**src/rtl/turtle_fpga_pkg.sv**
```systemverilog
// rtl/turtle_fpga_pkg.sv - shared seven-segment types, constants and hex decoder
// Contents:
//   seg7_t        7-bit cathode vector, active-low, bit 0 = segment a ... bit 6 = segment g
//   SEG_BLANK     all cathodes off
//   AN_OFF        all anodes off
//   scan_state_e  digit scan phase: BLANK (all dark) or DRIVE (one digit lit)
//   hex2seg()     nibble -> active-low segment pattern
package turtle_fpga_pkg;

  typedef logic [6:0] seg7_t;

  localparam seg7_t      SEG_BLANK = 7'h7F;
  localparam logic [3:0] AN_OFF    = 4'hF;

  typedef enum logic {
    BLANK = 1'b0,
    DRIVE = 1'b1
  } scan_state_e;

  function automatic seg7_t hex2seg(input logic [3:0] nib);
    seg7_t seg;
    case (nib)
      4'h0:    seg = 7'h40;
      4'h1:    seg = 7'h79;
      4'h2:    seg = 7'h24;
      4'h3:    seg = 7'h30;
      4'h4:    seg = 7'h19;
      4'h5:    seg = 7'h12;
      4'h6:    seg = 7'h02;
      4'h7:    seg = 7'h78;
      4'h8:    seg = 7'h00;
      4'h9:    seg = 7'h10;
      4'hA:    seg = 7'h08;
      4'hB:    seg = 7'h03;
      4'hC:    seg = 7'h46;
      4'hD:    seg = 7'h21;
      4'hE:    seg = 7'h06;
      default: seg = 7'h0E;
    endcase
    return seg;
  endfunction

endpackage

```
**src/rtl/sevenseg_scan_controller_if.sv**
```systemverilog
// rtl/sevenseg_scan_controller_if.sv - value handshake between producer and scan controller
// Signals:
//   value_i        16  hex value offered; [3:0] -> rightmost digit, [15:12] -> leftmost
//   value_valid_i  1   value_i is offered this cycle
//   value_ready_o  1   controller's pending register is empty; transfer on valid & ready
// Modports:
//   master  producer side (drives value/valid, observes ready)
//   slave   controller side
interface sevenseg_scan_controller_if;

  logic [15:0] value_i;
  logic        value_valid_i;
  logic        value_ready_o;

  modport master (
    output value_i,
    output value_valid_i,
    input  value_ready_o
  );

  modport slave (
    input  value_i,
    input  value_valid_i,
    output value_ready_o
  );

endinterface

```
**src/rtl/sevenseg_scan_controller.sv**
```systemverilog
// rtl/sevenseg_scan_controller.sv - 4-digit common-anode seven-segment scanner with tear-free update
// Ports:
//   clk           in   1   system clock
//   reset_n       in   1   asynchronous active-low reset
//   val_if        slave    value/valid/ready handshake into the pending register
//   digit_en_i    in   4   per-digit enable; 0 keeps that digit dark during its slot
//   seg           out  7   cathodes, active-low, seg[0]=a ... seg[6]=g
//   an            out  4   anodes, active-low, an[0] = rightmost digit
//   frame_done_o  out  1   one-cycle pulse the cycle after each frame boundary
module sevenseg_scan_controller
  import turtle_fpga_pkg::*;
#(
  parameter int REFRESH_CYCLES = 200_000,
  parameter int BLANK_CYCLES   = 1_000
) (
  input  logic                       clk,
  input  logic                       reset_n,
  sevenseg_scan_controller_if.slave  val_if,
  input  logic [3:0]                 digit_en_i,
  output seg7_t                      seg,
  output logic [3:0]                 an,
  output logic                       frame_done_o
);

  if (REFRESH_CYCLES < 2) begin : g_bad_refresh
    $error("sevenseg_scan_controller: REFRESH_CYCLES must be >= 2");
  end
  if (BLANK_CYCLES < 1) begin : g_bad_blank
    $error("sevenseg_scan_controller: BLANK_CYCLES must be >= 1");
  end

  localparam int MAX_DWELL = (REFRESH_CYCLES > BLANK_CYCLES) ? REFRESH_CYCLES : BLANK_CYCLES;
  // MAX_DWELL >= 2 whenever the parameters are legal; the guard only keeps
  // the width positive while the elaboration error above is being reported.
  localparam int CNT_W = (MAX_DWELL > 1) ? $clog2(MAX_DWELL) : 1;

  localparam logic [CNT_W-1:0] REFRESH_LAST = CNT_W'(REFRESH_CYCLES - 1);
  localparam logic [CNT_W-1:0] BLANK_LAST   = CNT_W'(BLANK_CYCLES - 1);

  scan_state_e      state_q, state_d;
  logic [1:0]       digit_q, digit_d;
  logic [CNT_W-1:0] cnt_q, cnt_d;
  logic [15:0]      display_q, display_d;
  logic [15:0]      pending_q, pending_d;
  logic             pending_valid_q, pending_valid_d;
  seg7_t            seg_q, seg_d;
  logic [3:0]       an_q, an_d;
  logic             frame_done_q, frame_done_d;

  logic             dwell_done;
  logic             frame_boundary;
  logic             lit;
  logic             take_value;

  always_ff @(posedge clk or negedge reset_n) begin
    if (!reset_n) begin
      state_q         <= BLANK;
      digit_q         <= 2'd0;
      cnt_q           <= '0;
      display_q       <= 16'h0000;
      pending_q       <= 16'h0000;
      pending_valid_q <= 1'b0;
      seg_q           <= SEG_BLANK;
      an_q            <= AN_OFF;
      frame_done_q    <= 1'b0;
    end else begin
      state_q         <= state_d;
      digit_q         <= digit_d;
      cnt_q           <= cnt_d;
      display_q       <= display_d;
      pending_q       <= pending_d;
      pending_valid_q <= pending_valid_d;
      seg_q           <= seg_d;
      an_q            <= an_d;
      frame_done_q    <= frame_done_d;
    end
  end

  always_comb begin
    state_d         = state_q;
    digit_d         = digit_q;
    cnt_d           = cnt_q;
    display_d       = display_q;
    pending_d       = pending_q;
    pending_valid_d = pending_valid_q;
    seg_d           = SEG_BLANK;
    an_d            = AN_OFF;
    frame_done_d    = 1'b0;
    lit             = 1'b0;
    take_value      = 1'b0;

    // Scan sequencing: timing depends only on the dwell counter, never on
    // the digit enables, so disabled digits still consume their slot.
    dwell_done     = (state_q == BLANK) ? (cnt_q == BLANK_LAST) : (cnt_q == REFRESH_LAST);
    frame_boundary = (state_q == DRIVE) && (digit_q == 2'd3) && dwell_done;

    if (dwell_done) begin
      cnt_d = '0;
      case (state_q)
        BLANK: state_d = DRIVE;
        default: begin
          state_d = BLANK;
          digit_d = digit_q + 2'd1;
        end
      endcase
    end else begin
      cnt_d = cnt_q + 1'b1;
    end

    // Ready is !pending_valid_q, so a boundary promotion and a capture can
    // never both fire: a value captured on the boundary cycle waits a frame.
    take_value = val_if.value_valid_i && !pending_valid_q;
    if (frame_boundary && pending_valid_q) begin
      display_d       = pending_q;
      pending_valid_d = 1'b0;
    end else if (take_value) begin
      pending_d       = val_if.value_i;
      pending_valid_d = 1'b1;
    end

    // Pin outputs are registered: they show the state of the previous cycle.
    lit = (state_q == DRIVE) && digit_en_i[digit_q];
    if (lit) begin
      an_d  = ~(4'b0001 << digit_q);
      seg_d = hex2seg(display_q[{digit_q, 2'b00} +: 4]);
    end

    frame_done_d = frame_boundary;
  end

  assign val_if.value_ready_o = !pending_valid_q;
  assign seg                  = seg_q;
  assign an                   = an_q;
  assign frame_done_o         = frame_done_q;

endmodule

```
**src/flat_wrapper.sv**
```systemverilog
// flat-port wrapper written by rule: the top's interface ports become plain ports
module sevenseg_scan_controller_flat import turtle_fpga_pkg::*;
#(
  parameter int REFRESH_CYCLES = 200_000,
  parameter int BLANK_CYCLES   = 1_000
)
  (clk, reset_n, digit_en_i, seg, an, frame_done_o, val_if_value_i, val_if_value_valid_i, val_if_value_ready_o);
  sevenseg_scan_controller_if val_if_i ();
  input  logic clk;
  input  logic reset_n;
  input  logic [3:0] digit_en_i;
  output seg7_t seg;
  output logic [3:0] an;
  output logic frame_done_o;
  input wire logic [$bits(val_if_i.value_i)-1:0] val_if_value_i;
  input wire logic [$bits(val_if_i.value_valid_i)-1:0] val_if_value_valid_i;
  output wire logic [$bits(val_if_i.value_ready_o)-1:0] val_if_value_ready_o;
  assign val_if_i.value_i = val_if_value_i;
  assign val_if_i.value_valid_i = val_if_value_valid_i;
  assign val_if_value_ready_o = val_if_i.value_ready_o;
  sevenseg_scan_controller #(.REFRESH_CYCLES(REFRESH_CYCLES), .BLANK_CYCLES(BLANK_CYCLES)) u_core (.clk(clk), .reset_n(reset_n), .val_if(val_if_i), .digit_en_i(digit_en_i), .seg(seg), .an(an), .frame_done_o(frame_done_o));
endmodule
```
**config.mk**
```make
export PLATFORM = sky130hd
export DESIGN_NAME = sevenseg_scan_controller_flat
export DESIGN_NICKNAME = d
export VERILOG_FILES = /design/src/rtl/turtle_fpga_pkg.sv /design/src/rtl/sevenseg_scan_controller_if.sv /design/src/rtl/sevenseg_scan_controller.sv /design/src/flat_wrapper.sv
export SDC_FILE = /design/constraint.sdc
export NUM_CORES = 1
export LEC_CHECK = 0
export BUFFER_PORTS_ARGS = -buffer_cell sky130_fd_sc_hd__buf_2
export CORE_ASPECT_RATIO = 1.4
export CORE_UTILIZATION = 56
export DETAILED_ROUTE_END_ITERATION = 12
export PLACE_DENSITY = 0.77
export SYNTH_ARGS = -nofsm -noshare
export SYNTH_HDL_FRONTEND = slang
export SYNTH_SLANG_ARGS = --single-unit
```
**constraint.sdc**
```tcl
create_clock -name clk -period 2.5 [get_ports clk]
set_input_delay 0.25 -clock clk [delete_from_list [all_inputs] [get_ports clk]]
set_output_delay 0.25 -clock clk [all_outputs]
set_load 0.1 [all_outputs]
```
### After elaboration in Yosys (flattened, before gate mapping)

Memory sizes are Yosys's and may differ from the RTL's.
Index checks and enable logic that the tools add are counted.

| word-level totals | value |
|---|---|
| bits in registers | 66 |
| bits in read-only memories | 112 |
| input bits | 23 |
| output and inout port bits | 13 |
| logic and storage cells | 38 |
| memories kept | 1 |

| cells by class | value |
|---|---|
| $add $sub $neg | 2 |
| magnitude comparators | 1 |
| equality and inequality tests | 3 |
| shift operators | 2 |
| muxes and demuxes | 9 |
| bitwise operators | 2 |
| reduce and logical (&&, ||, !) cells | 9 |

Memories:

| name | depth | width | read ports | clocked after memory_dff | write ports | line | source |
|---|---|---|---|---|---|---|---|
| (no name shown) | 16 | 7 | 1 | 0 | 0 | turtle_fpga_pkg.sv:22 | `case (nib)` |

Operators with widths:

| cell | count |
|---|---|
| $add 18x1->18 const B | 1 |
| $eq 18x10->1 const B | 1 |
| $eq 18x18->1 const B | 1 |
| $mux 18 | 1 |
| $shiftx 16x5->4 | 1 |
| $mux 7 | 1 |
| $logic_and 1x1->1 | 5 |
| $mux 1 | 5 |
| $mux 4 | 1 |
| $not 4->4 | 1 |
| $reduce_and 2->1 | 2 |
| $shl 1x2->4 const A | 1 |
| $lt 2x3->1 const B | 1 |
| $add 2x1->2 const B | 1 |
| $bmux 1 s2 | 1 |
| $eq 2x2->1 const B | 1 |
| $reduce_bool 2->1 | 1 |
| $logic_not 1->1 | 1 |
| $not 1->1 | 1 |

### Logic depth before layout (Yosys ltp)

| logic depth | value |
|---|---|
| word-level depth | 6 |
| gate-level depth with buffers | 8 |
| mapped depth without buffers | 7 |

### Worst setup path before layout

No wires, ideal clock.

| timing path | value |
|---|---|
| kind | register -> register |
| start | reg u_core.cnt_q[9] |
| end | reg u_core.display_q[10] |
| arrival | 1,935 ps |
| path slack | 440 ps |
| stages on the path, launching flop included | 6 |
| buffers on the path | 1 |
| clock period less this slack | 2,060 ps |
| cells stage by stage | dfrtp_1 nand4b_1 or4_4 nor4_4 buf_6 mux2_4 |

| on the way | value |
|---|---|
| word-level cells in the longest chain between the ends | 4 |
| elaborated cells on any way between the ends | 5 |

Ends and longest elaborated chain:

| item | line | source |
|---|---|---|
| from (decl) | sevenseg_scan_controller.sv:42 | `logic [CNT_W-1:0] cnt_q, cnt_d;` |
| from (signal assigned) | sevenseg_scan_controller.sv:69 | `cnt_q <= cnt_d;` |
| $eq 18x10->1 or $eq 18x18->1 (tied branches) | sevenseg_scan_controller.sv:94 | `dwell_done = (state_q == BLANK) ? (cnt_q == BLANK_LAST) : (cnt_q == REFRESH_LAST);` |
| $mux 1 * | sevenseg_scan_controller.sv:94 |  |
| $logic_and 1x1->1 * | sevenseg_scan_controller.sv:95 | `frame_boundary = (state_q == DRIVE) && (digit_q == 2'd3) && dwell_done;` |
| $logic_and 1x1->1 * | sevenseg_scan_controller.sv:113 | `if (frame_boundary && pending_valid_q) begin` |
| to (signal assigned) | sevenseg_scan_controller.sv:70 | `display_q <= display_d;` |
| to (decl) | sevenseg_scan_controller.sv:43 | `logic [15:0] display_q, display_d;` |

Every way passes the cells marked *; elsewhere a longest branch is shown, timed or not.
A chain may end at the register's enable or synchronous reset.

### Worst setup path in the final report

| timing path | value |
|---|---|
| start | reg u_core.digit_q[0] |
| end | reg u_core.seg_q[3] (netlist: u_core.seg[3]) |

| on the way | value |
|---|---|
| word-level cells in the longest chain between the ends | 4 |
| elaborated cells on any way between the ends | 6 |

Ends and longest elaborated chain:

| item | line | source |
|---|---|---|
| from (decl) | sevenseg_scan_controller.sv:41 | `logic [1:0] digit_q, digit_d;` |
| from (signal assigned) | sevenseg_scan_controller.sv:68 | `digit_q <= digit_d;` |
| branches (longest 3 deep; another with $mem_v2 16x7) | n/a |  |
| $mux 7 * | sevenseg_scan_controller.sv:123 | `if (lit) begin` |
| named net u_core.seg_d[3] | sevenseg_scan_controller.sv:46 | `seg7_t seg_q, seg_d;` |
| to (signal assigned) | sevenseg_scan_controller.sv:73 | `seg_q <= seg_d;` |
| to (decl) | sevenseg_scan_controller.sv:46 |  |

Mark *: on every way through the listed nets, which the timed path passes. The select of a mux whose other input is x is not followed.

==> impl_metrics.env <==
export IMPL_ys_ff_latch=66
export IMPL_yosysWarningCount=0
export IMPL_grt_setup_unrepaired="no"
export IMPL_switching_power_w=0.000447
export IMPL_grt_total_usage=0.224
export IMPL_totalWireLength_um=5540
export IMPL_status="complete, no violations"
export IMPL_ys_seq_area_frac=0.534
export IMPL_power_density_nw_per_um2=576
export IMPL_drt_first_pass_iters=4
export IMPL_drive_gt1_frac=0.392
export IMPL_grt_antenna_before_repair=0
export IMPL_netSwitchingFraction=0.216
export IMPL_via_per_inst=5.64
export IMPL_critPathMaxStageDelay_ps=640
export IMPL_fin_nets=317
export IMPL_wl_per_cell_um=15.7
export IMPL_core_area_um2=5280
export IMPL_required_ps=2750
export IMPL_finalCriticalPeriod_ps=2110
export IMPL_crit_type="flop to flop"
export IMPL_critical_path_peak_fanout=8
export IMPL_numCtsBuffers=9
export IMPL_area_growth_syn_to_layout_pct=15.1
export IMPL_syn_nets=274
export IMPL_cts_sinks=66
export IMPL_clk_path_buf_depth=2
export IMPL_grt_overflow_total=0
export IMPL_worstHoldPathType="primary input to flop"
export IMPL_crit_chain="mux4_2 > ha_1 > mux2_2 > mux2i_1 > nand2_1"
export IMPL_num_antenna_cells=0
export IMPL_max_freq_mhz=474
export IMPL_finalSetupViolations=0
export IMPL_placementRows=31
export IMPL_dp_hpwl_um=3810
export IMPL_relSlewSlack=0.678
export IMPL_hold_violations=0
export IMPL_synth_edff_count=0
export IMPL_cts_tree="yes"
export IMPL_ir_drop_mv=0.549
export IMPL_vias=1998
export IMPL_drv_slew=0
export IMPL_synth_most_common_cell="dfrtp_1"
export IMPL_synth_area_leaders="dfrtp_1 (44%), dfstp_2 (9.3%), mux2_2 (9.0%)"
export IMPL_postSynth_asyncResetShare=1.00
export IMPL_fin_crit_sh=0.843
export IMPL_grt_pass1_wl_um=9890
export IMPL_synth_common_cells="dfrtp_1 (55), mux2_2 (25), nand3_1 (16), nor3_1 (15)"
export IMPL_pwr_share_seq=0.540
export IMPL_worst_slew_pin_slew_ps=483
export IMPL_finalSetupTns_ps=0
export IMPL_grt_pass1_vias=2015
export IMPL_drtIter0Drc=111
export IMPL_fin_skew_ps=6.90
export IMPL_io_pins=36
export IMPL_syn_area_per_cell_um2=13.0
export IMPL_p_int_w=0.00162
export IMPL_drc=0
export IMPL_gp_congestion=0.823
export IMPL_clkTransAtPathRegs_ps=70
export IMPL_htreeDepth=3
export IMPL_initial_core_util=0.591
export IMPL_netlist_area_leader_share=0.441
export IMPL_maxCapViolations=0
export IMPL_io_buffers=35
export IMPL_yosys_area_top_type="dfrtp_1"
export IMPL_die_x_um=65.1
export IMPL_endpoint_kind="flop"
export IMPL_antenna_left=0
export IMPL_p_leak_nw=1.56
export IMPL_synth_cells=240
export IMPL_slowest_stage="mux4_2"
export IMPL_pwr_share_comb=0.035
export IMPL_clock_latency_ps=340
export IMPL_die_area_um2=5880
export IMPL_synthFlopType="dfrtp_1"
export IMPL_crit_arrival_ps=2360
export IMPL_fp_dieH_um=90.3
export IMPL_setup_slack_ps=391
export IMPL_grt_max_degree=67
export IMPL_pwr_share_clk=0.425
export IMPL_dp_slack_ps=389
export IMPL_ys_types=47
export IMPL_start_kind="flop"
export IMPL_cts_root_buf="clkbuf_8"
export IMPL_synth_cell_area_um2=3120
==> worst paths after layout <==
| path | start | to | slack [ps] | cells after the start |
|---|---|---|---|---|
| setup / recovery | u_core.digit_q[0] | u_core.seg[3] | 390 | 5 |
| hold / removal | val_if_value_i[1] | u_core.pending_q[1] | 140 | 2 |
| setup reg to reg | u_core.digit_q[0] | u_core.seg[3] | 390 | 5 |
| hold reg to reg | u_core.pending_q[7] | u_core.display_q[7] | 500 | 1 |
| max in group asynchronous | reset_n | u_core.seg[1] | 1720 | 3 |
| min in group asynchronous | reset_n | u_core.cnt_q[12] | 450 | 3 |
==> registers in the layout (all words and copies together), names as in the netlist <==
signal and cells:
u_core.an 4, u_core.cnt_q 18, u_core.display_q 16, u_core.pending_q 16
u_core.frame_done_o 1, u_core.pending_valid_q 1, u_core.seg 7, u_core.digit_q 2
u_core.state_q 1
==> cells by family (layout without fill, tap and decap cells) <==
| kind of cell | after synthesis | in the layout | share of synthesized area |
|---|---|---|---|
| compound gates | 14 | 14 | 0.0325 |
| xor+xnor | 15 | 15 | 0.0421 |
| fa+ha+maj | 11 | 11 | 0.0441 |
| buf+inv | 18 | 66 | 0.0245 |
| flops | 66 | 66 | 0.534 |
| mux | 43 | 43 | 0.184 |
| simple gates | 73 | 73 | 0.139 |
==> placed cells by master (no fill, tap or decap), types with 2 or more instances in the layout <==
cell	count
dfstp_2	11
mux2_4	10
a21oi_1	2
ha_1	11
inv_1	9
buf_4	4
and3_1	4
nand2b_1	2
or4_1	2
clkinv_2	3
xor2_1	8
a211oi_1	2
nand3_1	16
nor4_1	4
nand4_1	3
nor3_1	15
nand2_1	10
clkbuf_8	10
o211ai_1	3
xnor2_1	7
mux2_2	25
mux2i_1	3
buf_2	35
mux4_2	5
dfrtp_1	55
nor2_1	3
==> layer usage <==
layer  track usage  vias to the layer above  wire [um]
met5             0                        -          0
met4        0.0833                        0         69
met3        0.0694                        6        197
met2         0.346                       40       2770
met1         0.294                      993       2510
li1              -                      959          -
==> stage by stage <==
stage | utilization | power, W | hold WS (ps) | area (um^2) | instances
3_3_place_gp | 0.642 | 0.00121 | 291 | 3380 | 337
2_1_floorplan | - | 0.00116 | -45.6 | 3120 | 240
5_1_grt | 0.681 | 0.00215 | 120 | 3590 | 354
6_report | 0.681 | 0.00207 | 137 | 3590 | 354
4_1_cts | 0.681 | 0.00209 | 125 | 3590 | 354
3_5_place_dp | 0.642 | 0.00121 | 293 | 3380 | 337
==> what timing repair did <==
item / CTS / global route
setup buffers: 0 / 0
hold endpoints to repair: 55 / 0
hold buffers: 1 / 0
gates resized for setup: 0 / 0
==> power by group through the flow <==
stage                     registers [W]  clock network, W  logic [W]
after floorplan                 0.00113                 0  0.0000283
after global placement          0.00114                 0  0.0000702
after detailed placement        0.00114                 0  0.0000728
after CTS                       0.00112          0.000898  0.0000747
after global routing            0.00112          0.000947  0.0000821
final                           0.00112          0.000879  0.0000723
==> worst max-delay path: cells and delay by family, from the launching register on <==
family                   cells  cell delay (ps)
adder cells (fa/ha/maj)      1              290
flip-flops                   1              600
multiplexers                 3             1040
AND/OR/NAND/NOR              1               80
==> final cells by class <==
class	instances	area, um^2
flip-flops and latches	66	1670
multi-input cells	156	1380
well taps	66	82.6
fillers	422	1690
clock buffers	11	141
repair buffers	41	235
inverters	9	33.8
clock inverters	5	53.8
(Power assumes the default switching activity.)
